--- src/rtl/leaf_port_buffer_pkg.sv ---
// Shared helpers for the leaf port buffer: depth bound, saturating counter step,
// channel slice arithmetic and the per-cycle FIFO operation code.
package leaf_pkg;

  // Width of the scratch word the saturating increment works in.
  localparam int unsigned CNT_WORD_BITS = 32;

  typedef enum logic [1:0] {
    OP_IDLE,
    OP_PUSH,
    OP_POP,
    OP_BOTH
  } fifo_op_e;

  function automatic int unsigned depth_of(input int unsigned depth_bits);
    return 32'd1 << depth_bits;
  endfunction

  // Lowest bit of channel k inside a flat bus of w-bit slices.
  function automatic int unsigned chan_lsb(input int unsigned k, input int unsigned w);
    return k * w;
  endfunction

  function automatic logic [CNT_WORD_BITS-1:0] sat_inc(input logic [CNT_WORD_BITS-1:0] value,
                                                       input int unsigned width);
    logic [CNT_WORD_BITS-1:0] max_val;
    max_val = (width >= CNT_WORD_BITS) ? '1 : ((CNT_WORD_BITS'(1) << width) - CNT_WORD_BITS'(1));
    return (value >= max_val) ? max_val : value + CNT_WORD_BITS'(1);
  endfunction

endpackage

--- src/rtl/leaf_port_buffer_if.sv ---
// One valid/ack word stream; master drives data and valid, slave drives ack.
interface leaf_port_buffer_if #(
  parameter int W = 32
) ();
  logic [W-1:0] data;
  logic         vld;
  logic         ack;

  modport master (output data, output vld, input ack);
  modport slave  (input data, input vld, output ack);
endinterface

--- src/rtl/leaf_port_fifo.sv ---
// Single-channel FIFO between an upstream and a downstream vld/ack stream.
// The head word is presented combinationally so an entry is visible one cycle after its push.
module leaf_port_fifo
  import leaf_pkg::*;
#(
  parameter int PAYLOAD_BITS    = 32,
  parameter int FIFO_DEPTH_BITS = 2
) (
  input  logic              i_clk,
  input  logic              i_srst,
  input  logic              i_enable,
  input  logic              i_flush,
  leaf_port_buffer_if.slave  up,
  leaf_port_buffer_if.master dn,
  output logic              o_empty,
  output logic              o_pop
);

  localparam int unsigned DEPTH = depth_of(FIFO_DEPTH_BITS);
  localparam logic [FIFO_DEPTH_BITS:0] DEPTH_CNT = (FIFO_DEPTH_BITS+1)'(DEPTH);

  logic [PAYLOAD_BITS-1:0]    r_mem [DEPTH];
  logic [FIFO_DEPTH_BITS-1:0] r_wr_ptr;
  logic [FIFO_DEPTH_BITS-1:0] r_rd_ptr;
  logic [FIFO_DEPTH_BITS:0]   r_count;

  logic     w_ack;
  logic     w_vld;
  logic     w_push;
  logic     w_pop;
  fifo_op_e w_op;

  // Ack looks only at our own occupancy, so a full FIFO refuses even when a pop is under way.
  assign w_ack  = i_enable & ~i_flush & ~i_srst & (r_count != DEPTH_CNT);
  assign w_vld  = i_enable & ~i_flush & ~i_srst & (r_count != '0);
  assign w_push = up.vld & w_ack;
  assign w_pop  = w_vld & dn.ack;

  assign up.ack  = w_ack;
  assign dn.vld  = w_vld;
  assign dn.data = r_mem[r_rd_ptr];
  assign o_empty = (r_count == '0);
  assign o_pop   = w_pop;

  always_comb begin
    w_op = OP_IDLE;
    case ({w_push, w_pop})
      2'b10:   w_op = OP_PUSH;
      2'b01:   w_op = OP_POP;
      2'b11:   w_op = OP_BOTH;
      default: w_op = OP_IDLE;
    endcase
  end

  always_ff @(posedge i_clk) begin
    if (w_push) begin
      r_mem[r_wr_ptr] <= up.data;
    end
  end

  // Pointers are exactly FIFO_DEPTH_BITS wide, so they wrap modulo the depth for free.
  always_ff @(posedge i_clk) begin
    if (i_srst || i_flush) begin
      r_wr_ptr <= '0;
      r_rd_ptr <= '0;
      r_count  <= '0;
    end else begin
      case (w_op)
        OP_PUSH: begin
          r_wr_ptr <= r_wr_ptr + 1'b1;
          r_count  <= r_count + 1'b1;
        end
        OP_POP: begin
          r_rd_ptr <= r_rd_ptr + 1'b1;
          r_count  <= r_count - 1'b1;
        end
        OP_BOTH: begin
          r_wr_ptr <= r_wr_ptr + 1'b1;
          r_rd_ptr <= r_rd_ptr + 1'b1;
        end
        default: begin
          r_count <= r_count;
        end
      endcase
    end
  end

endmodule

--- src/rtl/leaf_port_buffer.sv ---
// Per-channel buffering between leaf_interface and the user operator, with a
// saturating delivered-word counter per channel and a global idle flag.
module leaf_port_buffer
  import leaf_pkg::*;
#(
  parameter int PAYLOAD_BITS    = 32,
  parameter int NUM_IN_PORTS    = 3,
  parameter int NUM_OUT_PORTS   = 1,
  parameter int FIFO_DEPTH_BITS = 2,
  parameter int CNT_BITS        = 16
) (
  input  logic                                        clk_user,
  input  logic                                        reset,
  input  logic                                        enable,
  input  logic                                        flush,
  input  logic [NUM_IN_PORTS*PAYLOAD_BITS-1:0]        in_data_up,
  input  logic [NUM_IN_PORTS-1:0]                     in_vld_up,
  output logic [NUM_IN_PORTS-1:0]                     in_ack_up,
  output logic [NUM_IN_PORTS*PAYLOAD_BITS-1:0]        in_data_dn,
  output logic [NUM_IN_PORTS-1:0]                     in_vld_dn,
  input  logic [NUM_IN_PORTS-1:0]                     in_ack_dn,
  input  logic [NUM_OUT_PORTS*PAYLOAD_BITS-1:0]       out_data_up,
  input  logic [NUM_OUT_PORTS-1:0]                    out_vld_up,
  output logic [NUM_OUT_PORTS-1:0]                    out_ack_up,
  output logic [NUM_OUT_PORTS*PAYLOAD_BITS-1:0]       out_data_dn,
  output logic [NUM_OUT_PORTS-1:0]                    out_vld_dn,
  input  logic [NUM_OUT_PORTS-1:0]                    out_ack_dn,
  output logic                                        idle,
  output logic [(NUM_IN_PORTS+NUM_OUT_PORTS)*CNT_BITS-1:0] xfer_cnt
);

  localparam int NUM_CH = NUM_IN_PORTS + NUM_OUT_PORTS;

  logic [NUM_CH-1:0] w_empty;
  logic [NUM_CH-1:0] w_pop;

  genvar gi;

  generate
    for (gi = 0; gi < NUM_IN_PORTS; gi++) begin : g_in
      leaf_port_buffer_if #(.W(PAYLOAD_BITS)) u_up_if ();
      leaf_port_buffer_if #(.W(PAYLOAD_BITS)) u_dn_if ();

      assign u_up_if.data = in_data_up[chan_lsb(gi, PAYLOAD_BITS) +: PAYLOAD_BITS];
      assign u_up_if.vld  = in_vld_up[gi];
      assign in_ack_up[gi] = u_up_if.ack;
      assign in_data_dn[chan_lsb(gi, PAYLOAD_BITS) +: PAYLOAD_BITS] = u_dn_if.data;
      assign in_vld_dn[gi] = u_dn_if.vld;
      assign u_dn_if.ack  = in_ack_dn[gi];

      leaf_port_fifo #(
        .PAYLOAD_BITS    (PAYLOAD_BITS),
        .FIFO_DEPTH_BITS (FIFO_DEPTH_BITS)
      ) u_fifo (
        .i_clk    (clk_user),
        .i_srst   (reset),
        .i_enable (enable),
        .i_flush  (flush),
        .up       (u_up_if.slave),
        .dn       (u_dn_if.master),
        .o_empty  (w_empty[gi]),
        .o_pop    (w_pop[gi])
      );
    end

    for (gi = 0; gi < NUM_OUT_PORTS; gi++) begin : g_out
      leaf_port_buffer_if #(.W(PAYLOAD_BITS)) u_up_if ();
      leaf_port_buffer_if #(.W(PAYLOAD_BITS)) u_dn_if ();

      assign u_up_if.data = out_data_up[chan_lsb(gi, PAYLOAD_BITS) +: PAYLOAD_BITS];
      assign u_up_if.vld  = out_vld_up[gi];
      assign out_ack_up[gi] = u_up_if.ack;
      assign out_data_dn[chan_lsb(gi, PAYLOAD_BITS) +: PAYLOAD_BITS] = u_dn_if.data;
      assign out_vld_dn[gi] = u_dn_if.vld;
      assign u_dn_if.ack  = out_ack_dn[gi];

      leaf_port_fifo #(
        .PAYLOAD_BITS    (PAYLOAD_BITS),
        .FIFO_DEPTH_BITS (FIFO_DEPTH_BITS)
      ) u_fifo (
        .i_clk    (clk_user),
        .i_srst   (reset),
        .i_enable (enable),
        .i_flush  (flush),
        .up       (u_up_if.slave),
        .dn       (u_dn_if.master),
        .o_empty  (w_empty[NUM_IN_PORTS+gi]),
        .o_pop    (w_pop[NUM_IN_PORTS+gi])
      );
    end

    // Counters survive flush and enable-low; only reset clears them.
    for (gi = 0; gi < NUM_CH; gi++) begin : g_cnt
      logic [CNT_BITS-1:0] r_xfer_cnt;

      always_ff @(posedge clk_user) begin
        if (reset) begin
          r_xfer_cnt <= '0;
        end else if (w_pop[gi]) begin
          r_xfer_cnt <= CNT_BITS'(sat_inc(CNT_WORD_BITS'(r_xfer_cnt), CNT_BITS));
        end
      end

      assign xfer_cnt[chan_lsb(gi, CNT_BITS) +: CNT_BITS] = r_xfer_cnt;
    end
  endgenerate

  assign idle = &w_empty;

endmodule

--- config.mk ---
export PLATFORM = sky130hd
export DESIGN_NAME = leaf_port_buffer
export DESIGN_NICKNAME = d
export VERILOG_FILES = /design/src/rtl/leaf_port_buffer_pkg.sv /design/src/rtl/leaf_port_buffer_if.sv /design/src/rtl/leaf_port_fifo.sv /design/src/rtl/leaf_port_buffer.sv
export SDC_FILE = /design/constraint.sdc
export NUM_CORES = 1
export LEC_CHECK = 0
export BUFFER_PORTS_ARGS = -buffer_cell sky130_fd_sc_hd__buf_4
export CAP_MARGIN = 20
export CORE_MARGIN = 2
export CORE_UTILIZATION = 50
export DETAILED_ROUTE_END_ITERATION = 8
export GPL_TIMING_DRIVEN = 0
export HOLD_SLACK_MARGIN = 0.15
export PLACE_DENSITY = 0.71
export SKIP_LAST_GASP = 1
export SLEW_MARGIN = 20
export SYNTH_ARGS = -nofsm -noshare
export SYNTH_HDL_FRONTEND = slang
export SYNTH_SLANG_ARGS = --single-unit
--- constraint.sdc ---
create_clock -name clk_user -period 3.2 [get_ports clk_user]
set_clock_uncertainty 0.15 [all_clocks]
set_input_delay 0.48 -clock clk_user [delete_from_list [all_inputs] [get_ports clk_user]]
set_output_delay 0.48 -clock clk_user [all_outputs]
set_load 0.01 [all_outputs]
Yosys cells after proc, flatten, opt, wreduce, memory -nomap -nowiden
Memory sizes are Yosys's and may differ from the RTL's. A register that Yosys moved wholly into a read port is not among the register bits. Index checks and enable logic that the tools add are counted.

Flip-flop bits (word level): 92. Latch bits: 0. Bits in writable memories: 512. Bits in read-only memories: 0. Input bits: 140. Output and inout bits: 201. Logic and storage cells: 142. Memories: 4.

Add/subtract/negate cells: 20. Multiply operators: 0. Divide/modulo/power cells: 0. $lt $le $gt $ge: 4. Eq/ne operators: 28. Shifts and indexed selects: 0. Muxes and demuxes: 28. Bitwise gates (word level): 20. Reduce and logical (&&, ||, !) cells: 22.

Memories: g_in[0].u_fifo.r_mem (words 4, bits a word 32, read ports 1, clocked after memory_dff 1, write ports 1, line leaf_port_fifo.sv:22) `logic [PAYLOAD_BITS-1:0] r_mem [DEPTH];`; g_in[1].u_fifo.r_mem (words 4, bits a word 32, read ports 1, clocked after memory_dff 1, write ports 1, line leaf_port_fifo.sv:22); g_in[2].u_fifo.r_mem (words 4, bits a word 32, read ports 1, clocked after memory_dff 1, write ports 1, line leaf_port_fifo.sv:22); g_out[0].u_fifo.r_mem (words 4, bits a word 32, read ports 1, clocked after memory_dff 1, write ports 1, line leaf_port_fifo.sv:22).

Operators by type and width (count): $add 16x1->16 const B (4); $ge 16x16->1 const B (4); $mux 16 (4); $eq 2x2->1 const B (16); $pmux 2 s3 (4); $pmux 3 s2 (4); $and 1x1->1 (18); $add 2x1->2 const B (8); $eq 2x1->1 const B (8); $mux 2 (8); $reduce_or 2->1 (8); $add 3x1->3 const B (4); $logic_not 3->1 (4); $ne 3x3->1 const B (4); $reduce_bool 3->1 (4); $sub 3x1->3 const B (4); $mux 1 (8); $reduce_bool 2->1 (4); $reduce_and 4->1 (1); $not 1->1 (2); $logic_or 1x1->1 (1).

Logic depth before layout (Yosys ltp)
Gate-level depths: netlist of the first run.

Word-level depth: 11. Mapped depth: 12. Depth with buffers taken out: 10.

Hierarchy
From an unflattened synthesis of the first run, not the netlist that was laid out.

Cells, all modules: 1285. Area total of the unflattened synthesis: 23822.8 sq um.

Modules (own cells, without submodules): leaf_port_fifo (g_in[0].u_fifo ...) (instances 3, cells an instance 229, area each 5170.0 sq um); leaf_port_fifo (g_in[2].u_fifo) (instances 1, cells an instance 229, area each 5156.2 sq um); leaf_port_buffer (instances 1, cells an instance 369, area each 3156.8 sq um).

Worst setup path after synthesis of the first run
No wires, ideal clock.

Kind: in2reg. Start point: input reset. End point: memory g_out[0].u_fifo.r_mem[1][0], enable pin. Setup time: 0.392 ns. Data arrival time: 2.377 ns. Data required time: 2.658 ns. Path slack: 0.281 ns. Stages: 5. Path buffers: 2. Cells stage by stage: buf_6 or3b_1 buf_6 a31oi_1 and3_1.

Cells in the longest elaborated chain, start to end: 6.

RTL lines: start: declaration (line leaf_port_buffer.sv:13) `input logic reset,`; $not 1->1 (line leaf_port_fifo.sv:34) `assign w_ack = i_enable & ~i_flush & ~i_srst & (r_count != DEPTH_CNT);`; $and 1x1->1 (2 in series) (line leaf_port_fifo.sv:34); named net out_ack_up (line leaf_port_buffer.sv:24) `output logic [NUM_OUT_PORTS-1:0] out_ack_up,`; $and 1x1->1 (line leaf_port_fifo.sv:36) `assign w_push = up.vld & w_ack;`; $mux 1 (line leaf_port_fifo.sv:56) `if (w_push) begin`; $mux 1 (not written as such) (line leaf_port_fifo.sv:57) `r_mem[r_wr_ptr] <= up.data;`; end: declaration (line leaf_port_fifo.sv:22).

The timed path passes the listed nets, and every way through them passes these cells.

==> results of run 1 <==
==> kinds of logic after synthesis <==
family                     share of synthesized area
muxes                                          0.124
xor gates and xnor gates                      0.0220
AOI/OAI and AO/OA                             0.0225
adders and majority gates                     0.0204
DFF                                            0.738
buffers and inverters                         0.0164
and+or+nand+nor                               0.0561
==> state kept, by name, indices dropped and copies added, names as in the netlist, named ones only <==
signal / cells
g_out.u_fifo.r_mem: 128
g_in.u_fifo.r_rd_ptr: 6
g_out.u_fifo.r_rd_ptr: 2
g_cnt.r_xfer_cnt: 64
g_out.u_fifo.r_count: 3
g_in.u_fifo.r_count: 9
g_in.u_fifo.r_wr_ptr: 6
g_in.u_fifo.r_mem: 384
g_out.u_fifo.r_wr_ptr: 2
==> worst min-delay path, cell delays in order <==
cell and delay (ns):
buf_4 0.10, nand3_4 0.13, nand2_1 0.10, a31oi_1 0.07
==> layer usage <==
layer	vias up	wire, um	global-route usage
met5	-	0	0
met4	0	1240	0.0600
met3	75	3180	0.0471
met2	386	26300	0.360
met1	6771	21100	0.280
li1	6092	-	-
==> power breakdown <==
part,switching (mW),internal [mW]
Clock,2.84,4.05
Combinational,0.238,0.301
Sequential,0.00894,8.66
==> layout by cell type (no fill, tap or decap), types with 27 or more instances in the layout <==
cell type,instances
edfxtp_1,512
buf_4,345
mux4_2,128
dlygate4sd3_1,128
dfxtp_1,100
clkbuf_16,62
a21oi_1,56
nor2_1,55
clkbuf_1,45
nand2_1,40
inv_1,33
xor2_1,32
ha_1,32
xnor2_1,27
==> final timing paths <==
kind	startpoint	to	slack, ns	cells past startpoint
max	flip-flop	out_data_dn[29]	0.22	4
min	in_ack_dn[0]	g_cnt[0].r_xfer_cnt[1]	0.19	4
max reg2reg	g_in[1].u_fifo.r_count[2]	g_in[1].u_fifo.r_count[2]	0.56	10
min reg2reg	g_in[2].u_fifo.r_wr_ptr[1]	g_in[2].u_fifo.r_wr_ptr[1]	0.35	2
==> final cells by class <==
class                           instances  share of cell area
Tap cell                              607              0.0249
Buffer                                 52             0.00825
Clock buffer                           87              0.0553
Antenna cell                            2            0.000164
Inverter                               36             0.00443
Timing Repair Buffer                  483               0.138
Multi-Input combinational cell        557               0.190
Clock inverter                         26             0.00879
Sequential cell                       612               0.570
==> impl_metrics.toml, run 1 <==
[sta]
hold_viol_final = 0
tightest_slew_ns = 0.950
holdWs_ns = 0.193
maxSlewViolCount = 0
tns_ns = 0
fin_ws_ns = 0.219
finalCritPeriodShare = 0.932
min_period_ns = 2.98
rsz0062_at_grt = "false"
slew_headroom = 0.362
setup_viol = 0
fmax_mhz = 335

[power]
p_per_area_nw_per_um2 = 528
leakage_nw = 10.5
ir_worst_vdd_v = 0.000532
fin_total_pwr_mw = 16.1

[logic_synthesis]
synth_top_cell_by_area = "edfxtp_1"
synthFlopType = "edfxtp_1"
synthesis.area_per_instance_sq_um = 18.7
synth-edff-count = 512
synthTopCellsByCount = "512 x edfxtp_1, 128 x mux4_2, 100 x dfxtp_1, 56 x a21oi_1, 55 x nor2_1"
ys_top_cells_by_area = "edfxtp_1 65%, mux4_2 12%, dfxtp_1 8.5%"
ys_seq_area_frac = 0.738
synth_top_area_frac = 0.653
ys_ff_latch = 612
synthCells = 1257
syn-num-nets = 1433
async_flop_share = 0
yosysWarnings = 0
ys_types = 53
netlist_area_sq_um = 23500
synth_most_common_cell = "edfxtp_1"

[status]
status = "finished, final reports clean"

[cells_and_area]
final_area_sq_um = 30500
regArea_sq_um = 17400
nets = 1978
area.growth.synth_to_final_pct = 29.5
multi_input_area_sq_um = 5790
stdcell_count = 2462
postLayoutCoreUtil = 0.656
fill_cells = 3187
drive_above_1_share = 0.336

[clocking]
cts_buffer_depth = 3
clockRootBuffer = "clkbuf_16"
cts_tree = "built"
numClockSinks = 612
cts-htree-levels = 2
path_clk_slew_ns = 0.06
numCtsBuffers = 60
cts_resized = 0
post_cts_buffers = 0
clk_latency_ns = 0.61
ctsHoldBuffers = 128

[route]
via_count = 13300
detailedRoute.firstPassIterationCount = 5
drc_errors = 0
viasPerCell = 5.41
wl_per_cell_um = 21.1
drt-total-wl_um = 51900
detail-route-antenna-nets = 0
drt_first_iter_violations = 759

[worst_setup_path]
path_class = "flip-flop to primary output"
critical_path.max_fanout = 10
crit_required_ns = 2.57
setup.worst_path.start_class = "flip-flop"
crit_path_max_incr_delay_ns = 0.60
crit_arrival_ns = 2.35
endpoint_kind = "primary output"
cp_top_family = "buffers and inverters"
cp_cell_sequence = "clkbuf_1 > buf_2 > mux4_2 > buf_4"
cp_num_buf_inv = 3
cp_slowest_cell = "mux4_2"

[placement]
dp_hpwl_um = 35100
port_buffers = 339
dp.cells = 2219
place_congestion = 0.824
dpl_cell_area_sq_um = 27200
dp_slack_ns = 0.133

[grt]
antenna_found_initial = 1
grt.overflow.total = 0
track_usage = 0.213
grt_pass1_vias = 13900
grt_max_degree = 27
grt_pass1_wl_um = 80100

[job]
maxCapViolCount = 0

[floorplan]
initial_core_util = 0.507
pin_count = 341
fp.coreArea_sq_um = 46500
rows = 79
die_w_um = 221
die_area_sq_um = 48800
die_height_um = 221

[worst_hold_path]
hold_path.class = "input port to flip-flop"
Note: power is estimated with default switching activity, not from simulation.
==> run 2: changes to the inputs <==
--- a/config.mk
+++ b/config.mk
@@ -8,11 +8,10 @@
 export BUFFER_PORTS_ARGS = -buffer_cell sky130_fd_sc_hd__buf_4
 export CAP_MARGIN = 20
 export CORE_MARGIN = 2
-export CORE_UTILIZATION = 50
+export CORE_UTILIZATION = 25
 export DETAILED_ROUTE_END_ITERATION = 8
 export GPL_TIMING_DRIVEN = 0
 export HOLD_SLACK_MARGIN = 0.15
-export PLACE_DENSITY = 0.71
 export SKIP_LAST_GASP = 1
 export SLEW_MARGIN = 20
 export SYNTH_ARGS = -nofsm -noshare
==> run 2 against run 1 <==
Compared with the run above:
- global-route usage shrank 9.2 points
- utilization shrank 32 points
- largest power group unchanged
- critical path type unchanged
- clock-buffer cell count is the same
- clock power grew 9.3%
==> impl_metrics.toml, run 2 (synthesis results as in run 1) <==
[floorplan]
initial_core_util = 0.252
die_height_um = 311
pin_count = 341
rows = 112
die_area_sq_um = 96600
fp.coreArea_sq_um = 93300
die_w_um = 311

[grt]
grt_pass1_vias = 14500
track_usage = 0.121
grt_max_degree = 24
grt.overflow.total = 0
antenna_found_initial = 3
grt_pass1_wl_um = 88700

[sta]
tns_ns = 0
slew_headroom = 0.312
min_period_ns = 3.00
hold_viol_final = 0
tightest_slew_ns = 1.02
setup_viol = 0
rsz0062_at_grt = "true"
maxSlewViolCount = 0
finalCritPeriodShare = 0.936
fmax_mhz = 334

[placement]
dp_hpwl_um = 41100
place_congestion = 0.799
dpl_cell_area_sq_um = 28000
dp.cells = 2866
port_buffers = 339

[power]
p_comb_frac = 0.033
ir_worst_vdd_v = 0.000265
p_per_area_nw_per_um2 = 532
clkPwrFrac = 0.449
fin_total_pwr_mw = 16.8
p_sw_mw = 3.35
sequentialPowerShare = 0.518
swShare = 0.200
intPower_mw = 13.4
leakage_nw = 10.5

[worst_setup_path]
path_class = "flip-flop to primary output"
crit_path_end = "in_data_dn[38]"
rr_worst_depth = 10
cp.depth = 4
endpoint_kind = "primary output"
setup.worst_path.start_class = "flip-flop"
cp_slowest_cell = "mux4_2"
r2r_slack_ns = 0.23
crit_arrival_ns = 2.37
r2r_end = "g_in[1].u_fifo.r_count[2]"
cp_num_buf_inv = 3
crit_required_ns = 2.57
crit_path_max_incr_delay_ns = 0.56
cp_cell_sequence = "clkbuf_1 > buf_2 > mux4_2 > buf_4"
critical_path.max_fanout = 10
cp_top_family = "buffers and inverters"
timing.rr.start = "g_in[1].u_fifo.r_count[0]"

[clocking]
post_cts_buffers = 0
clk_latency_ns = 0.60
cts_buffer_depth = 3
clockRootBuffer = "clkbuf_16"
cts_tree = "built"
path_clk_slew_ns = 0.06
numCtsBuffers = 69
cts-htree-levels = 3
numClockSinks = 612

[cells_and_area]
nets = 1987
area.growth.synth_to_final_pct = 33.9
final_area_sq_um = 31500
largest_reg_flops = 384
reg.largest.list = "g_in.u_fifo.r_mem: 384 flops, g_out.u_fifo.r_mem: 128 flops, g_cnt.r_xfer_cnt: 64 flops"
stdcell_count = 3122
top_register = "g_in.u_fifo.r_mem"
final_cell_mix = "512 x edfxtp_1, 345 x buf_4, 129 x dlygate4sd3_1"
fill_cells = 8960
final_common_cell = "edfxtp_1"
regArea_sq_um = 17400
drive_above_1_share = 0.339
multi_input_area_sq_um = 5790

[route]
viasPerCell = 4.31
wl_per_cell_um = 18.9
drt_first_iter_violations = 779
via_count = 13500
drt-total-wl_um = 58900
drc_errors = 0
detailedRoute.firstPassIterationCount = 5
detail-route-antenna-nets = 0

[job]
maxCapViolCount = 0

[status]
status = "finished, final reports clean"

[worst_hold_path]
hold_path.class = "input port to flip-flop"
-- run 2: cell types whose count changed in the layout (fill, tap and decap cells not counted), sizes merged --
| cell | delta |
|---|---|
| diode | +2 |
| clkinv | +5 |
| inv | +5 |
| clkbuf | +3 |
| buf | -4 |
| clkinvlp | +1 |
| dlygate4sd3 | +1 |
-- run 2: per-layer routing --
metal,wire [um],up-vias,GRT usage
met2,28800,369,0.200
met5,22,-,0
met3,3720,75,0.0335
met4,975,4,0.0343
li1,-,6126,-
met1,25400,6876,0.154
-- run 2: timing repair --
item,4_1_cts,5_1_grt
endpoints found under the hold margin,513,0
hold buffers,129,0
endpoints found under the setup margin,29,34
resized for setup,0,5
-- run 2: area by class of cell --
type | instances | area share
tap | 1254 | 0.0498
buffer | 51 | 0.00818
inverter | 36 | 0.00441
sequential | 612 | 0.551
clock inverter | 37 | 0.0106
clock buffer | 87 | 0.0576
timing repair buffer | 484 | 0.134
multi-input combinational | 557 | 0.184
antenna | 4 | 0.000318
-- run 2: worst reg2reg max path: stages, from the launching register on --
cell and delay, ns:
dfxtp_1 0.37, or3_1 0.14, clkbuf_1 0.47, and2_1 0.20, buf_2 0.25, ha_1 0.25
inv_1 0.07, fa_1 0.37, xor2_1 0.16, or3_1 0.31, a21oi_1 0.15
-- run 2: how the worst min path moves through the flow --
stage | depth (start not counted) | endpoint | startpoint
after floorplan | 2 | g_in[0].u_fifo.r_wr_ptr[1] | g_in[0].u_fifo.r_wr_ptr[1]
after global placement | 2 | g_in[1].u_fifo.r_count[2] | g_in[1].u_fifo.r_count[2]
after detailed placement | 2 | g_in[1].u_fifo.r_count[1] | g_in[1].u_fifo.r_count[1]
after CTS | 4 | g_cnt[3].r_xfer_cnt[15] | out_ack_dn
after global routing | 4 | g_cnt[3].r_xfer_cnt[15] | out_ack_dn
final | 4 | g_cnt[3].r_xfer_cnt[15] | out_ack_dn
-- run 2: metrics by stage --
| stage | hold slack (ns) | utilization | worst slack, ns |
|---|---|---|---|
| 2_1_floorplan | 0.315 | - | 0.281 |
| 3_3_place_gp | 0.327 | 0.296 | -0.606 |
| 3_5_place_dp | 0.352 | 0.301 | -0.341 |
| 4_1_cts | 0.205 | 0.337 | -0.0413 |
| 5_1_grt | 0.231 | 0.338 | -0.00243 |
| 6_report | 0.260 | 0.338 | 0.204 |
-- run 2: power groups by stage --
stage,clock network (mW),registers (mW),logic (mW)
6_report,7.53,8.67,0.556
4_1_cts,7.78,8.67,0.567
3_3_place_gp,0,8.84,0.397
2_1_floorplan,0,8.84,0.110
5_1_grt,8.11,8.67,0.600
3_5_place_dp,0,8.84,0.425
